==> config.mk <==
export PLATFORM = sky130hd
export DESIGN_NAME = mcu_link_slave_flat
export DESIGN_NICKNAME = d
export VERILOG_FILES = /design/src/rtl/mcu_link_pkg.sv /design/src/rtl/mcu_link_slave_if.sv /design/src/rtl/link_sync.sv /design/src/rtl/mcu_link_slave.sv /design/src/flat_wrapper.sv
export SDC_FILE = /design/constraint.sdc
export NUM_CORES = 1
export LEC_CHECK = 0
export ABC_AREA = 1
export ABC_CLOCK_PERIOD_IN_PS = 1700
export BUFFER_PORTS_ARGS = -buffer_cell sky130_fd_sc_hd__buf_2
export CAP_MARGIN = 20
export CORE_MARGIN = 2
export CORE_UTILIZATION = 25
export CTS_BUF_LIST = sky130_fd_sc_hd__clkbuf_2 sky130_fd_sc_hd__clkbuf_4 sky130_fd_sc_hd__clkbuf_8
export DETAILED_ROUTE_END_ITERATION = 8
export PLACE_DENSITY = 0.44
export SKIP_LAST_GASP = 1
export SLEW_MARGIN = 20
export SYNTH_ARGS = -nofsm -noshare
export SYNTH_HDL_FRONTEND = slang
export SYNTH_SLANG_ARGS = --single-unit
==> constraint.sdc <==
create_clock -name clk -period 1.7 [get_ports clk]
set_input_delay 0.085 -clock clk [delete_from_list [all_inputs] [get_ports clk]]
set_output_delay 0.085 -clock clk [all_outputs]
set_load 0.005 [all_outputs]
==> src/rtl/mcu_link_pkg.sv <==
// mcu_link_pkg: frame layouts, FSM states and MOSI frame validation shared by the MCU link slave
package mcu_link_pkg;
   localparam int FRAME_BITS = 16;
   localparam int CNT_W = 5;
   localparam logic [CNT_W-1:0] BIT_SAT = CNT_W'(FRAME_BITS + 1);
   localparam logic [3:0] RX_HDR = 4'b1010;
   localparam logic [3:0] TX_HDR = 4'b0101;
   localparam int HDR_LSB = 12;
   localparam int RX_START = 11;
   localparam int RX_LOAD_LSB = 5;
   localparam int RX_RSV_LSB = 1;
   localparam int TX_SHORT = 11;
   localparam int TX_SIGN_LSB = 8;
   localparam int TX_CNT_LSB = 0;
   localparam logic [1:0] LOAD_RESERVED = 2'b11;
   typedef enum logic [1:0] {IDLE, SHIFT, CHECK} link_state_e;
   function automatic logic rx_frame_ok(input logic [FRAME_BITS-1:0] f, input logic [CNT_W-1:0] n);
      logic [5:0] ld;
      ld = f[RX_LOAD_LSB +: 6];
      return n == CNT_W'(FRAME_BITS) && f[HDR_LSB +: 4] == RX_HDR && f[RX_RSV_LSB +: 4] == 4'd0 && !(^f)
         && ld[5:4] != LOAD_RESERVED && ld[3:2] != LOAD_RESERVED && ld[1:0] != LOAD_RESERVED;
   endfunction
endpackage

==> src/rtl/mcu_link_slave_if.sv <==
// mcu_link_slave_if: SPI pins between the MCU master and the link slave
interface mcu_link_slave_if;
   logic sclk;
   logic cs_n;
   logic mosi;
   logic miso;
   modport master (output sclk, output cs_n, output mosi, input miso);
   modport slave (input sclk, input cs_n, input mosi, output miso);
endinterface

==> src/rtl/link_sync.sv <==
// link_sync: N-stage synchronizer with single-cycle rise/fall pulses on the synced level
module link_sync #(
   parameter int N = 2,
   parameter logic RST_VAL = 1'b0
) (
   input  logic clk,
   input  logic rst,
   input  logic d,
   output logic q,
   output logic rise,
   output logic fall
);
   logic [N-1:0] s;
   logic prev;
   always_ff @(posedge clk) begin
      if (rst) begin
         s <= {N{RST_VAL}};
         prev <= RST_VAL;
      end else begin
         s <= {s[N-2:0], d};
         prev <= s[N-1];
      end
   end
   assign q = s[N-1];
   assign rise = q & ~prev;
   assign fall = ~q & prev;
endmodule

==> src/rtl/mcu_link_slave.sv <==
// mcu_link_slave: SPI mode-0 command slave decoding start/load words, returning status, with a silence watchdog
module mcu_link_slave
   import mcu_link_pkg::*;
#(
   parameter int SYNC_STAGES = 2,
   parameter int WDOG_CYCLES = 2500000
) (
   input  logic clk,
   input  logic rst,
   mcu_link_slave_if.slave spi,
   input  logic short,
   input  logic [2:0] current_sign,
   output logic [5:0] desired_load,
   output logic start,
   output logic cmd_valid,
   output logic frame_err,
   output logic wdog_trip
);
   localparam int WW = $clog2(WDOG_CYCLES + 1);
   link_state_e state;
   logic [FRAME_BITS-1:0] rx, tx, snap;
   logic [CNT_W-1:0] bits;
   logic [7:0] frames;
   logic [WW-1:0] wdog;
   logic sclk_rise, sclk_fall, cs_q, cs_rise, cs_fall, mosi_q;
   logic sclk_q_unused, mosi_rise_unused, mosi_fall_unused;
   logic accept, reject, wdog_done;
   link_sync #(.N(SYNC_STAGES), .RST_VAL(1'b0)) u_sclk (
      .clk(clk), .rst(rst), .d(spi.sclk), .q(sclk_q_unused), .rise(sclk_rise), .fall(sclk_fall)
   );
   link_sync #(.N(SYNC_STAGES), .RST_VAL(1'b1)) u_cs (
      .clk(clk), .rst(rst), .d(spi.cs_n), .q(cs_q), .rise(cs_rise), .fall(cs_fall)
   );
   link_sync #(.N(SYNC_STAGES), .RST_VAL(1'b0)) u_mosi (
      .clk(clk), .rst(rst), .d(spi.mosi), .q(mosi_q), .rise(mosi_rise_unused), .fall(mosi_fall_unused)
   );
   always_comb begin
      snap = '0;
      snap[HDR_LSB +: 4] = TX_HDR;
      snap[TX_SHORT] = short;
      snap[TX_SIGN_LSB +: 3] = current_sign;
      snap[TX_CNT_LSB +: 8] = frames;
   end
   assign accept = state == CHECK && rx_frame_ok(rx, bits);
   assign reject = state == CHECK && !accept;
   assign wdog_done = wdog == WW'(WDOG_CYCLES - 1);
   assign spi.miso = tx[FRAME_BITS-1] & ~cs_q;
   // acceptance is checked before the watchdog so a frame landing on expiry still wins
   always_ff @(posedge clk) begin
      if (rst) begin
         state <= IDLE;
         rx <= '0;
         tx <= '0;
         bits <= '0;
         frames <= '0;
         wdog <= '0;
         desired_load <= '0;
         start <= 1'b0;
         cmd_valid <= 1'b0;
         frame_err <= 1'b0;
         wdog_trip <= 1'b0;
      end else begin
         state <= state == IDLE ? (cs_fall ? SHIFT : IDLE) : state == SHIFT ? (cs_rise ? CHECK : SHIFT) : IDLE;
         cmd_valid <= accept;
         frame_err <= reject;
         if (state == IDLE && cs_fall) begin
            bits <= '0;
            tx <= snap;
         end
         if (state == SHIFT && sclk_rise) begin
            rx <= {rx[FRAME_BITS-2:0], mosi_q};
            bits <= bits == BIT_SAT ? BIT_SAT : bits + 1'b1;
         end
         if (state == SHIFT && sclk_fall) tx <= {tx[FRAME_BITS-2:0], 1'b0};
         if (accept) begin
            desired_load <= rx[RX_LOAD_LSB +: 6];
            start <= rx[RX_START];
            frames <= frames + 1'b1;
            wdog <= '0;
            wdog_trip <= 1'b0;
         end else if (wdog_done) begin
            desired_load <= '0;
            start <= 1'b0;
            wdog_trip <= 1'b1;
         end else begin
            wdog <= wdog + 1'b1;
         end
      end
   end
endmodule
==> src/flat_wrapper.sv <==
// flat-port wrapper written by rule: the top's interface ports become plain ports
module mcu_link_slave_flat import mcu_link_pkg::*;
#(
   parameter int SYNC_STAGES = 2,
   parameter int WDOG_CYCLES = 2500000
)
  (clk, rst, short, current_sign, desired_load, start, cmd_valid, frame_err, wdog_trip, spi_sclk, spi_cs_n, spi_mosi, spi_miso);
  mcu_link_slave_if spi_i ();
  input  logic clk;
  input  logic rst;
  input  logic short;
  input  logic [2:0] current_sign;
  output logic [5:0] desired_load;
  output logic start;
  output logic cmd_valid;
  output logic frame_err;
  output logic wdog_trip;
  input wire logic [$bits(spi_i.sclk)-1:0] spi_sclk;
  input wire logic [$bits(spi_i.cs_n)-1:0] spi_cs_n;
  input wire logic [$bits(spi_i.mosi)-1:0] spi_mosi;
  output wire logic [$bits(spi_i.miso)-1:0] spi_miso;
  assign spi_i.sclk = spi_sclk;
  assign spi_i.cs_n = spi_cs_n;
  assign spi_i.mosi = spi_mosi;
  assign spi_miso = spi_i.miso;
  mcu_link_slave #(.SYNC_STAGES(SYNC_STAGES), .WDOG_CYCLES(WDOG_CYCLES)) u_core (.clk(clk), .rst(rst), .spi(spi_i), .short(short), .current_sign(current_sign), .desired_load(desired_load), .start(start), .cmd_valid(cmd_valid), .frame_err(frame_err), .wdog_trip(wdog_trip));
endmodule
==> impl_metrics.toml <==
[outcome]
status = "finished with violations"
violations = "setup timing"

[clock_tree]
cts_buffer_depth = 2
clock_tree.root_cell = "clkbuf_8"
clkLatencyLatePin_ns = 0.38
cts_tree = "done"
numCtsBuffers = 9
cts.sinks = 87
htreeDepth = 3
cts.reportedPaths.clkPinSlew_ns = 0.09

[floorplanning]
initial_utilization = 0.255
die_h_um = 131
pin_count = 20
core_mm2 = 0.0158
die_x_um = 131
die-area_mm2 = 0.0172
rows = 46

[timing]
finalSetupTns_ns = -4.96
skew_ns = 0.0124
final.period_utilization = 1.10
finalSetupViolCount = 40
timing.hold.ws_ns = 0.132
slew_viol_final = 0
worst_pin_slew_ns = 0.441
finalCriticalPeriod_ns = 1.87
rsz0062_at_grt = "yes"
hold_viol_final = 0
max-slew-margin-rel = 0.703
fmax_ghz = 0.534
fin_ws_ns = -0.172

[power_and_ir_drop]
p_per_area_mw_per_mm2 = 716
peakVddDrop_mv = 0.528
p_leak_nw = 2.14

[synthesis]
yosysTopAreaCell = "dfxtp_1"
ys_types = 35
ys_seq_elements = 87
synthesis.nets = 586
ys.warnings.count = 0
synth_top_area_share = 0.432
syn_area_mm2 = 0.00403
synth_area_leaders = "dfxtp_1, nand2_1, inv_1"
seq_area_frac_synth = 0.432
netlist_instances = 570
avgSynthCellArea_um2 = 7.08

[setup_path]
critPathMaxFanout = 4
r2r_end = "u_core.frames[1]"
cp.required_ns = 2.00
max_stage_delay_ns = 0.33
cp_slowest_cell = "dfxtp_2"
cpMostUsedCell = "nand2_1"
reg2reg_depth = 17
crit_chain = "inv_2 -> ha_4 -> inv_2 -> nand2_1 -> nand2_1 -> nand2_1 -> nand2_1 -> nand2_1 -> nand2_2 -> inv_2 -> nand2_2 -> nand2_4 -> nand3_4 -> nor2_4 -> clkbuf_16 -> nand2_1 -> o21ai_0"
start_kind = "flip-flop"
arrival_ns = 2.18
rr_startpoint = "u_core.rx[12]"
critPathKind = "flip-flop to flip-flop"
cp-end-kind = "flip-flop"
ff2ff_setup_slack_ns = -0.17

[detailed_routing]
wl_mm = 9.81
wire_per_inst_um = 11.2
drt_iter0_drc = 170
vias = 3832
drc = 0
detail-route-antenna-nets = 0
drt_first_pass_iters = 4
post_drt_via_cell_ratio = 4.36

[global_route]
first_global_vias = 3630
grt_pass1_wl_mm = 16.7
antenna_found_initial = 0
track_usage = 0.123
overflow = 0
grt_max_degree = 31

[min_path]
hold_path_depth = 4
min_delay_worst_endpoint = "u_core.u_cs.prev"
hold_path_class = "input pin to flip-flop"
hold_start = "rst"

[cells_and_area]
drive_gt1_frac = 0.246
utilization = 0.339
n_antenna_cell = 0
nets = 674
areaGrowthSynthToFinish_pct = 33.2

[place]
gp_congestion = 0.805
io_buffers = 19
place_hpwl_mm = 6.96

[run]
maxCapViolations = 0
## routing by layer
layer	vias to the layer above	GRT usage	share of wire	wire, um
li1	2032	-	-	-
met1	1739	0.150	0.48	4730
met2	48	0.207	0.47	4590
met3	13	0.0383	0.034	335
met4	0	0.0419	0.015	147
met5	-	0	0	0
## cell usage in the layout, fill, tap and decap left out, drive strengths merged, types with 14 or more instances in the layout
cell | synthesis | routed
dfxtp | 87 | 87
a21oi | 41 | 41
nand2 | 159 | 159
clkbuf | 7 | 14
buf | 6 | 82
inv | 71 | 71
o21ai | 32 | 32
nor3 | 17 | 17
nand4 | 21 | 21
nand3 | 22 | 22
nor2 | 56 | 56
## what timing repair did
item / 4_1_cts / 5_1_grt
endpoints found under the setup margin: 40 / 40
endpoints found under the hold margin: 7 / 0
buffers inserted: 2 / 5
pin swaps: 17 / 19
cloned: 1 / 1
hold buffers: 7 / 0
resized for setup: 17 / 38
## state kept, by name (all words and copies together) (netlist names), 2 cells and up
signal / flops
u_core.rx: 16
u_core.desired_load: 6
u_core.frames: 8
u_core.u_cs.s: 2
u_core.u_sclk.s: 2
u_core.wdog: 22
u_core.u_mosi.s: 2
u_core.state: 2
u_core.bits: 5
u_core.tx: 16
## through the flow
| step | instances | total power (W) | setup WS [ns] | instance area [um2] |
|---|---|---|---|---|
| finish | 879 | 0.00384 | -0.172 | 5370 |
| global route | 879 | 0.00404 | -0.277 | 5370 |
| CTS | 873 | 0.00392 | -0.143 | 5170 |
| detailed placement | 847 | 0.00234 | -0.178 | 4820 |
| global placement | 847 | 0.00234 | -0.125 | 4820 |
| floorplan | 570 | 0.00226 | -0.0144 | 4080 |
## cells by family after synthesis
family / share of synthesized area
fa+ha+maj: 0.0217
xor+xnor: 0.0217
compound gates: 0.119
flops: 0.432
simple gates: 0.323
buf+inv: 0.0825
## how the worst max path moves through the flow
stage	slack (ns)	cells past startpoint	start	to
2_1_floorplan	-0.01	16	u_core.rx[12]	u_core.desired_load[3]
3_3_place_gp	-0.13	16	u_core.rx[12]	u_core.start
3_5_place_dp	-0.18	16	u_core.rx[12]	u_core.desired_load[5]
4_1_cts	-0.14	18	u_core.rx[12]	u_core.frames[2]
5_1_grt	-0.28	17	u_core.rx[14]	u_core.desired_load[2]
6_report	-0.17	17	u_core.rx[12]	u_core.frames[1]
## final cells by class
cell class / count / area (um2)
inverters: 72 / 270
clock buffers: 13 / 160
flip-flops and latches: 87 / 1750
fillers: 1714 / 10500
clock inverters: 3 / 42.5
multi-input cells: 398 / 2150
repair buffers: 90 / 728
well taps: 216 / 270
## cell usage after synthesis
library cell,instances
nor2_4,1
a21oi_1,40
nand2_1,155
nand3_1,19
a21oi_2,1
o211ai_1,1
buf_2,2
nand2_2,4
nor2_2,1
ha_1,7
o22ai_1,1
nor2_1,54
and3_1,2
inv_1,71
nor3_4,1
nand3_2,3
nand4_1,21
buf_6,1
clkbuf_1,7
nor3b_2,1
or2_2,7
clkinv_1,1
o21ai_0,32
o31ai_1,1
nor3_1,15
dfxtp_1,87
a31oi_1,6
a221oi_1,6
buf_1,2
xor2_1,9
nor4_1,6
or2_0,2
nor3_2,1
buf_4,1
xnor2_1,1
## worst max-delay path: cells and delay by family, from the launching register on
family	cells	cell delay, ns
buffers and inverters	4	0.32
adder cells (fa/ha/maj)	1	0.27
AO/OA/AOI/OAI	1	0.05
AND/OR/NAND/NOR	11	0.83
flip-flops	1	0.33
## power breakdown
part           switching, W  internal, W
Clock              0.000736     0.000767
Combinational      0.000146     0.000117
Sequential        0.0000156      0.00206
Total              0.000897      0.00295
Note: power is estimated with default switching activity, not from simulation.
